`src/rtl/cam_cap_pkg.sv`:
```
// Shared types and field widths for the OV7670 frame-buffer writer.
package cam_cap_pkg;

   localparam int unsigned C_NB_R   = 4;
   localparam int unsigned C_NB_G   = 4;
   localparam int unsigned C_NB_B   = 4;
   localparam int unsigned C_NB_CAM = 8;

   typedef enum logic [1:0] {
      WAIT_VS,
      WAIT_START,
      CAPTURE
   } cap_state_t;

endpackage

```
`src/rtl/cam_sync_edge.sv`:
```
// Brings the camera bus into the clk domain: 2-flop synchronizer on every line plus a
// history flop on pclk/href/vsync for edge detection.
module cam_sync_edge
   import cam_cap_pkg::*;
(
   input  logic                i_clk,
   input  logic                i_rst,
   input  logic                i_pclk,
   input  logic                i_href,
   input  logic                i_vsync,
   input  logic [C_NB_CAM-1:0] i_data,
   output logic                o_pclk_rise,
   output logic                o_href,
   output logic                o_href_fall,
   output logic                o_vsync,
   output logic                o_vsync_rise,
   output logic                o_vsync_fall,
   output logic [C_NB_CAM-1:0] o_data
);

   localparam int unsigned C_W = C_NB_CAM + 3;

   logic [C_W-1:0] r_s1, r_s2;
   logic [2:0]     r_hist;
   logic [C_W-1:0] w_in;
   logic [2:0]     w_ctl;

   assign w_in  = {i_pclk, i_href, i_vsync, i_data};
   assign w_ctl = r_s2[C_W-1:C_W-3];

   always_ff @(posedge i_clk or posedge i_rst) begin
      if (i_rst) begin
         r_s1   <= '0;
         r_s2   <= '0;
         r_hist <= '0;
      end else begin
         r_s1   <= w_in;
         r_s2   <= r_s1;
         r_hist <= w_ctl;
      end
   end

   // w_ctl / r_hist bit order: {pclk, href, vsync}
   assign o_pclk_rise  = w_ctl[2] & ~r_hist[2];
   assign o_href       = w_ctl[1];
   assign o_href_fall  = ~w_ctl[1] & r_hist[1];
   assign o_vsync      = w_ctl[0];
   assign o_vsync_rise = w_ctl[0] & ~r_hist[0];
   assign o_vsync_fall = ~w_ctl[0] & r_hist[0];
   assign o_data       = r_s2[C_NB_CAM-1:0];

endmodule

```
`src/rtl/ov7670_capture.sv`:
```
// OV7670 capture into a cropped row-major RGB444 frame buffer write port.
// Optional 2:1 source decimation is compiled in with CAP_DECIM2_EN.
module ov7670_capture
   import cam_cap_pkg::*;
#(
   parameter int unsigned c_img_cols    = 128,
   parameter int unsigned c_img_rows    = 128,
   parameter int unsigned c_nb_img_pxls = 14,
   parameter int unsigned c_nb_buf      = 12
) (
   input  logic                     i_clk,
   input  logic                     i_rst,
   input  logic                     i_cap_en,
   input  logic                     i_cam_pclk,
   input  logic                     i_cam_vsync,
   input  logic                     i_cam_href,
   input  logic [C_NB_CAM-1:0]      i_cam_data,
   output logic                     o_wea,
   output logic [c_nb_img_pxls-1:0] o_addra,
   output logic [c_nb_buf-1:0]      o_dina,
   output logic                     o_frame_done,
   output logic                     o_busy
);

   localparam int unsigned C_NB_COL = $clog2(c_img_cols + 1);
   localparam int unsigned C_NB_ROW = $clog2(c_img_rows + 1);
   localparam logic [C_NB_COL-1:0]      C_COL_MAX   = C_NB_COL'(c_img_cols);
   localparam logic [C_NB_ROW-1:0]      C_ROW_MAX   = C_NB_ROW'(c_img_rows);
   localparam logic [c_nb_img_pxls-1:0] C_LINE_STEP = c_nb_img_pxls'(c_img_cols);

   cap_state_t               r_state, w_state_next;
   logic                     r_phase, w_phase_next;
   logic                     r_seen, w_seen_next;
   logic [C_NB_R-1:0]        r_red, w_red_next;
   logic [C_NB_COL-1:0]      r_col, w_col_next;
   logic [C_NB_ROW-1:0]      r_row, w_row_next;
   logic [c_nb_img_pxls-1:0] r_line_base, w_line_base_next;
   logic                     r_wea, w_wea_next;
   logic [c_nb_img_pxls-1:0] r_addra, w_addra_next;
   logic [c_nb_buf-1:0]      r_dina, w_dina_next;
   logic                     r_frame_done, w_frame_done_next;

   logic                w_pclk_rise, w_href, w_href_fall;
   logic                w_vsync, w_vsync_rise, w_vsync_fall;
   logic [C_NB_CAM-1:0] w_data;
   logic                w_px_keep, w_ln_keep;

   cam_sync_edge u_sync (
      .i_clk        (i_clk),
      .i_rst        (i_rst),
      .i_pclk       (i_cam_pclk),
      .i_href       (i_cam_href),
      .i_vsync      (i_cam_vsync),
      .i_data       (i_cam_data),
      .o_pclk_rise  (w_pclk_rise),
      .o_href       (w_href),
      .o_href_fall  (w_href_fall),
      .o_vsync      (w_vsync),
      .o_vsync_rise (w_vsync_rise),
      .o_vsync_fall (w_vsync_fall),
      .o_data       (w_data)
   );

`ifdef CAP_DECIM2_EN
   // Source pixel/line parity; odd ones are dropped before the crop window applies.
   logic r_px_odd, r_ln_odd;

   always_ff @(posedge i_clk or posedge i_rst) begin
      if (i_rst) begin
         r_px_odd <= 1'b0;
         r_ln_odd <= 1'b0;
      end else if (r_state != CAPTURE) begin
         r_px_odd <= 1'b0;
         r_ln_odd <= 1'b0;
      end else if (!w_vsync_rise) begin
         if (w_href_fall) begin
            r_px_odd <= 1'b0;
            if (r_seen) r_ln_odd <= ~r_ln_odd;
         end else if (w_pclk_rise && w_href && r_phase) begin
            r_px_odd <= ~r_px_odd;
         end
      end
   end

   assign w_px_keep = ~r_px_odd;
   assign w_ln_keep = ~r_ln_odd;
`else
   assign w_px_keep = 1'b1;
   assign w_ln_keep = 1'b1;
`endif

   always_ff @(posedge i_clk or posedge i_rst) begin
      if (i_rst) begin
         r_state      <= WAIT_VS;
         r_phase      <= 1'b0;
         r_seen       <= 1'b0;
         r_red        <= '0;
         r_col        <= '0;
         r_row        <= '0;
         r_line_base  <= '0;
         r_wea        <= 1'b0;
         r_addra      <= '0;
         r_dina       <= '0;
         r_frame_done <= 1'b0;
      end else begin
         r_state      <= w_state_next;
         r_phase      <= w_phase_next;
         r_seen       <= w_seen_next;
         r_red        <= w_red_next;
         r_col        <= w_col_next;
         r_row        <= w_row_next;
         r_line_base  <= w_line_base_next;
         r_wea        <= w_wea_next;
         r_addra      <= w_addra_next;
         r_dina       <= w_dina_next;
         r_frame_done <= w_frame_done_next;
      end
   end

   always_comb begin
      w_state_next      = r_state;
      w_phase_next      = r_phase;
      w_seen_next       = r_seen;
      w_red_next        = r_red;
      w_col_next        = r_col;
      w_row_next        = r_row;
      w_line_base_next  = r_line_base;
      w_wea_next        = 1'b0;
      w_addra_next      = r_addra;
      w_dina_next       = r_dina;
      w_frame_done_next = 1'b0;

      unique case (r_state)
         WAIT_VS: begin
            if (w_vsync) w_state_next = WAIT_START;
         end
         WAIT_START: begin
            if (w_vsync_fall) w_state_next = i_cap_en ? CAPTURE : WAIT_VS;
         end
         CAPTURE: begin
            if (w_vsync_rise) begin
               w_state_next      = WAIT_START;
               w_frame_done_next = (r_row >= C_ROW_MAX);
            end else if (w_href_fall) begin
               w_phase_next = 1'b0;
               w_col_next   = '0;
               w_seen_next  = 1'b0;
               // Row base advances by addition so no multiplier is needed.
               if (r_seen && w_ln_keep && (r_row < C_ROW_MAX)) begin
                  w_row_next       = r_row + 1'b1;
                  w_line_base_next = r_line_base + C_LINE_STEP;
               end
            end else if (w_pclk_rise && w_href) begin
               w_seen_next = 1'b1;
               if (!r_phase) begin
                  w_phase_next = 1'b1;
                  w_red_next   = w_data[C_NB_R-1:0];
               end else begin
                  w_phase_next = 1'b0;
                  if (w_px_keep) begin
                     if (w_ln_keep && (r_col < C_COL_MAX) && (r_row < C_ROW_MAX)) begin
                        w_wea_next   = 1'b1;
                        w_addra_next = r_line_base + c_nb_img_pxls'(r_col);
                        w_dina_next  = c_nb_buf'({r_red, w_data[C_NB_G+C_NB_B-1:C_NB_B],
                                                  w_data[C_NB_B-1:0]});
                     end
                     if (r_col < C_COL_MAX) w_col_next = r_col + 1'b1;
                  end
               end
            end
         end
         default: w_state_next = WAIT_VS;
      endcase

      if (r_state != CAPTURE) begin
         w_phase_next     = 1'b0;
         w_seen_next      = 1'b0;
         w_col_next       = '0;
         w_row_next       = '0;
         w_line_base_next = '0;
      end
   end

   assign o_wea        = r_wea;
   assign o_addra      = r_addra;
   assign o_dina       = r_dina;
   assign o_frame_done = r_frame_done;
   assign o_busy       = (r_state == CAPTURE);

endmodule

```
`config.mk`:
```
export PLATFORM = sky130hd
export DESIGN_NAME = ov7670_capture
export DESIGN_NICKNAME = d
export VERILOG_FILES = /design/src/rtl/cam_cap_pkg.sv /design/src/rtl/cam_sync_edge.sv /design/src/rtl/ov7670_capture.sv
export SDC_FILE = /design/constraint.sdc
export NUM_CORES = 1
export LEC_CHECK = 0
export ABC_AREA = 0
export BUFFER_PORTS_ARGS = -buffer_cell sky130_fd_sc_hd__buf_2
export CORE_ASPECT_RATIO = 0.5
export CORE_MARGIN = 2
export CORE_UTILIZATION = 45
export DETAILED_ROUTE_END_ITERATION = 8
export GPL_TIMING_DRIVEN = 1
export SLEW_MARGIN = 0
export SYNTH_ARGS = -nofsm -noshare
export SYNTH_HDL_FRONTEND = slang
export SYNTH_SLANG_ARGS = --single-unit
```
`constraint.sdc`:
```
create_clock -name i_clk -period 4.2 [get_ports i_clk]
set_input_delay 0.84 -clock i_clk [delete_from_list [all_inputs] [get_ports i_clk]]
set_output_delay 0.84 -clock i_clk [all_outputs]
set_load 0.01 [all_outputs]
```
==> Word level (Yosys, flattened, before mapping) <==
Cells that the tools add are included.
{ "op_classes": {"n_bitwise": 11, "mul": 0, "div_mod_pow": 0, "n_reduce_logical": 16, "order_cmp": 3, "n_eq_ne": 7, "mux": 41, "addsub": 4, "shift": 0} }
{ "op_table": {"columns": ["op", "n"], "rows": [
  ["two-way mux 8 bit", 12],
  ["two-way mux 14 bit", 5],
  ["two-way mux 1 bit", 19],
  ["adder 8 x 1 -> 8 bit, second input constant", 2],
  ["< comparator 8 bit, second input constant", 2],
  ["adder 14 x 8 -> 14 bit", 1],
  ["adder 14 x 8 -> 14 bit, second input constant", 1],
  ["AND reduction 5 bit", 2],
  ["nonzero test 3 bit", 3],
  [">= comparator 8 bit, second input constant", 1],
  ["two-way mux 2 bit", 4],
  ["NOT 1 bit", 7],
  ["inequality test 2 x 1 -> 1 bit, second input constant", 3],
  ["case mux 2 bit (3 select lines)", 1],
  ["AND reduction 3 bit", 2],
  ["AND reduction 6 bit", 1],
  ["nonzero test 2 bit", 3],
  ["AND 1 bit", 4],
  ["inequality test 2 bit, second input constant", 2],
  ["AND reduction 4 bit", 1],
  ["logical AND 1 bit", 3],
  ["== test 2 x 1 -> 1 bit, second input constant", 1],
  ["== test 2 bit, second input constant", 1],
  ["zero test 2 bit", 1]
]} }
{ "totals": {"out_inout_bits": 29, "rom_bits": 0, "wordCells": 96, "latch_bits": 0, "mem_count": 0, "ramBits": 0, "in_bits": 14, "reg_bits": 91} }

==> Depth between registers and ports, before layout <==
{ "depth": {"word_depth": 8, "depth_mapped": 6, "ltp_nobuf": 5} }

==> Modules after synthesis <==
Synthesis repeated with hierarchy kept, for this count alone.
{ "unflattened": {"hier_cells": 265, "area_unflattened_um2": 3499.6} }
{ "by_module_without_submodules": {"columns": ["mod", "area_each_um2", "cells_each", "seq_area_each_um2", "n_inst"], "rows": [
  ["ov7670_capture", 2782.7, 227, 1476.4, 1],
  ["cam_sync_edge", 716.9, 38, 625.6, 1]
]} }

==> Least setup slack after synthesis <==
No wires, ideal clock.
{ "synth_timing": {"path_kind": "register -> register", "startpoint": "register u_sync.r_s2[8]", "endpoint": "register r_addra[0], in the netlist o_addra[0]", "setup_ns": 0.125, "n_path_buf": 2, "period_less_slack_ns": 1.848, "arrival_ns": 1.723, "required_ns": 4.075, "setup_slack_ns": 2.352, "path_stages_with_launch": 7, "path_cell_list": "dfrtp_1 -> or2b_2 -> nand2_1 -> or4_1 -> buf_6 -> buf_6 -> mux2_4"} }
{ "synth_between": {"elab_chain_len": 3} }
{ "synth_rtl": {"columns": ["element", "line_no", "text"], "rows": [
  ["from (decl)", "cam_sync_edge.sv:23", "logic [C_W-1:0] r_s1, r_s2;"],
  ["from (signal assigned)", "cam_sync_edge.sv:38", "r_s2 <= r_s1;"],
  ["AND 1 bit", "cam_sync_edge.sv:48", "assign o_vsync_rise = w_ctl[0] & ~r_hist[0];"],
  ["NOT 1 bit (no source line)", null, null],
  ["AND reduction 6 bit (no source line)", null, null],
  ["to (signal assigned)", "ov7670_capture.sv:114", "r_addra <= w_addra_next;"],
  ["to (decl)", "ov7670_capture.sv:39", "logic [c_nb_img_pxls-1:0] r_addra, w_addra_next;"]
]} }
No other way between the ends.
A chain may end at the register's enable or synchronous reset.

==> Final worst setup path <==
{ "layout_timing": {"startpoint": "register r_state[0]", "endpoint": "register r_dina[6], in the netlist o_dina[6]"} }
{ "layout_between": {"elab_chain_len": 2} }
{ "layout_rtl": {"columns": ["element", "line_no", "text"], "rows": [
  ["from (decl)", "ov7670_capture.sv:31", "cap_state_t r_state, w_state_next;"],
  ["from (signal assigned)", "ov7670_capture.sv:106", "r_state <= w_state_next;"],
  ["== test 2 bit", "ov7670_capture.sv:133", "unique case (r_state)"],
  ["AND reduction 6 bit (no source line)", null, null],
  ["to (signal assigned)", "ov7670_capture.sv:115", "r_dina <= w_dina_next;"],
  ["to (decl)", "ov7670_capture.sv:40", "logic [c_nb_buf-1:0] r_dina, w_dina_next;"]
]} }
No other way between the ends.

==> key figures <==
CTS
  – CTS Buf Count: 9
  – Clock Sink Count: 84
  – H-tree lvl count: 3
  – Root Driver: clkbuf_16
  – Clock transition at the registers of the reported paths: 60 ps
  – CTS tree: done
  – Post-CTS Hold Fix Bufs: 0
  – Max Root-Sink Buffers: 2
  – Clk_lat worst skew: 340 ps
  – # resized after CTS: 0
  – Post-CTS Setup Inserts: 0

Synthesis
  – Largest family of logic cells by synthesized area: multiplexers
  – #FFs+latches synth: 84
  – Mapped Avg Cell Area: approximately 13 µm²
  – Post-Syn Area: around 3400 µm²
  – EDFF count, synth: 0
  – FFs w/ async S/R, synth: 1.00
  – Synth Area in XOR/XNOR: 0.0285
  – Compound-Gate Fraction of Synth Area: 0.0611
  – Synth Area in Simple Gates: 0.115
  – YS warnings: 0
  – Synth unique cells: 35
  – Total nets after synthesis: between 200 and 300
  – Post-synthesis sequential area ratio: 0.622
  – Post-Synth Adder-Cell Area: 0.0185
  – Synth Flop Type: dfrtp_1
  – Mux contribution to synthesized area: 0.133
  – Synth Instances: 256

Pwr
  – Pwr/cell area: 420 nW/µm²
  – Max VDD drop: approximately 0.25 mV
  – Leakage: 0.00196 µW

Die
  – I/O pin count: 43
  – Die height: roughly 65 µm
  – Standard-cell rows: 22
  – Die Area: 8260 µm²
  – Initial Util: 0.463
  – Core Box Area: 7290 µm²
  – Die Wd: 127 µm

Outcome
  – Status: finished, final reports clean

STA
  – Setup tns final: 0 ps
  – Worst rel slew slack: 0.179
  – Fin crit period: 2670 ps
  – Least-Margin Pin Slew: 1230 ps
  – Worst Skew: 5.74 ps
  – Final Cycle Share: 0.635
  – Final Max Slew Viols: 0
  – Fmax: ~0.37 GHz
  – RSZ-0062 raised after global routing: false
  – Fin Hold WS: around 340 ps
  – Hold Violations, Final: 0
  – Final setup viols: 0

Setup path
  – Startpoint Class: flop
  – Arrival time worst endpoint: 2900 ps
  – Crit-path max cell delay: 1070 ps
  – Most frequent CP cell: buf_4
  – CP max-delay cell: or4_1
  – Worst path cell trace: nand2b_1 -> buf_4 -> or4_1 -> buf_4 -> mux2_4
  – CP endpoint kind: flop
  – Crit Path Class: reg2reg
  – Worst path required time: 4430 ps
  – Critical path peak fanout: 24

Placed design
  – Port buffer count: 42
  – Placer congestion estimate: 0.769
  – HPWL Detailed: between 4 and 5 mm

Routing
  – Vias/cell: slightly above 5
  – Post-DRT Antenna Nets: 0
  – Post-route DRC: 0
  – Drt pass-1 iters: 4
  – Vias: 2062
  – WL final: between 6 and 7 mm
  – DRT iter0 DRCs: 111
  – Wire per inst: between 10 and 15 µm

Global routing
  – GR Overflow Total: 0
  – Antenna violations before repair: 0
  – Largest net degree at the start of global routing: 60
  – Vias in the first global route: about 2200
  – Gr usage total: 0.166
  – First-pass GRT wire length: 10.3 mm

Layout
  – Final #Nets: 324
  – P&R area growth vs syn: 17.9%
  – Share of post-route cells with drive strength above 1: 0.306
  – Ant. Diodes: 0
  – Core Util, Final: 0.546

Run
  – Max cap viols: 0

Worst hold path
  – Worst Hold Class: reg2reg
==> report_power, final <==
group	internal [µW]	switching [µW]	leakage, µW	total (µW)
Sequential	829	9.46	0.00111	838
Clock	466	324	0.000140	790
Combinational	14.9	29.9	0.000711	44.8
==> metrics by stage <==
stage                     worst slack, ps  cell area (µm²)  power (µW)  std cells
after floorplan                      1190             3380         881        256
after global placement               1600             3680         897        390
after detailed placement             1520             3680         901        390
after CTS                            1520             3990        1700        406
after global routing                 1440             3990        1740        406
final                                1530             3990        1670        406
==> cell usage after synthesis, types with 2 or more instances <==
master	n	area, µm²
buf_6	3	33.8
nand4_1	3	18.8
a31o_2	2	17.5
nand2b_1	6	37.5
or3_1	8	50.1
xnor2_1	5	43.8
dfrtp_1	84	2100
o21ai_0	6	30.0
ha_1	5	62.6
mux2i_1	4	40.0
o22ai_1	2	12.5
nand2_1	18	67.6
mux2_2	11	124
xor2_1	6	52.6
and3_1	3	18.8
a21oi_1	18	90.1
nor2b_1	3	18.8
nor3_1	2	10.0
o31ai_1	3	22.5
nand3_1	7	35.0
or4_1	5	37.5
nor2_1	12	45.0
clkbuf_1	4	15.0
inv_1	7	26.3
mux2_4	19	285
==> worst paths after layout <==
check / slack, ps / startpoint / cells after the start / end
min in group asynchronous: 690 / i_rst / 2 / o_dina[6]
worst min register to register: 340 / u_sync.r_s1[2] / 0 / u_sync.r_s2[2]
worst max-delay path: 1530 / r_state[0] / 5 / o_dina[6]
worst max register to register: 1530 / r_state[0] / 5 / o_dina[6]
max in group asynchronous: 2620 / i_rst / 3 / u_sync.r_s2[9]
worst min-delay path: 340 / u_sync.r_s1[2] / 0 / u_sync.r_s2[2]
==> final cells by class <==
cell class | count | area [µm²]
Multi-Input combinational cell | 158 | 1200
Inverter | 7 | 27.5
Tap cell | 96 | 120
Sequential cell | 84 | 2100
Fill cell | 611 | 3310
Clock inverter | 6 | 71.3
Clock buffer | 10 | 229
Timing Repair Buffer | 45 | 233
==> placed cells by master (no fill, tap or decap), types with 2 or more instances in the layout <==
master,instances
nand4_1,3
inv_6,2
nand3_1,7
o22ai_1,2
and3_1,3
mux2_4,19
xor2_1,6
buf_4,3
a21oi_1,18
or4_1,5
ha_1,5
dfrtp_1,84
clkinvlp_4,2
or3_1,8
buf_2,42
mux2_2,11
nand2_1,18
o21ai_0,6
xnor2_1,5
clkbuf_16,9
inv_1,6
nand2b_1,6
nor2_1,12
nor2b_1,3
o31ai_1,3
nor3_1,2
a31o_2,2
mux2i_1,4
==> sequential cells by signal, summed over array words and instances, names as in the netlist <==
name and cells:
o_dina 12, r_line_base 7, r_col 8, r_state 2, u_sync.r_hist 3, u_sync.r_s2 11, r_red 4, o_wea 1
o_frame_done 1, r_seen 1, r_row 8, r_phase 1, o_addra 14, u_sync.r_s1 11
==> logic make-up after synthesis <==
logic type      after synthesis
compound gates               35
xor+xnor                     11
fa+ha+maj                     5
buf+inv                      14
flops                        84
mux                          34
simple gates                 73
==> metal layers <==
metal | wire length (µm) | global-route usage | vias to the layer above | share of wire
li1 | - | - | 999 | -
met1 | 2940 | 0.214 | 1016 | 0.49
met2 | 2680 | 0.255 | 35 | 0.45
met3 | 254 | 0.0497 | 12 | 0.042
met4 | 143 | 0.0907 | 0 | 0.024
met5 | 0 | 0 | - | 0
==> critical path: cells and delay by family (launching register included) <==
kind                   cells  cell delay (ps)
buffers and inverters      2              620
flip-flops                 1              400
multiplexers               1              300
AND/OR/NAND/NOR            2             1220
(Power assumes the default switching activity.)
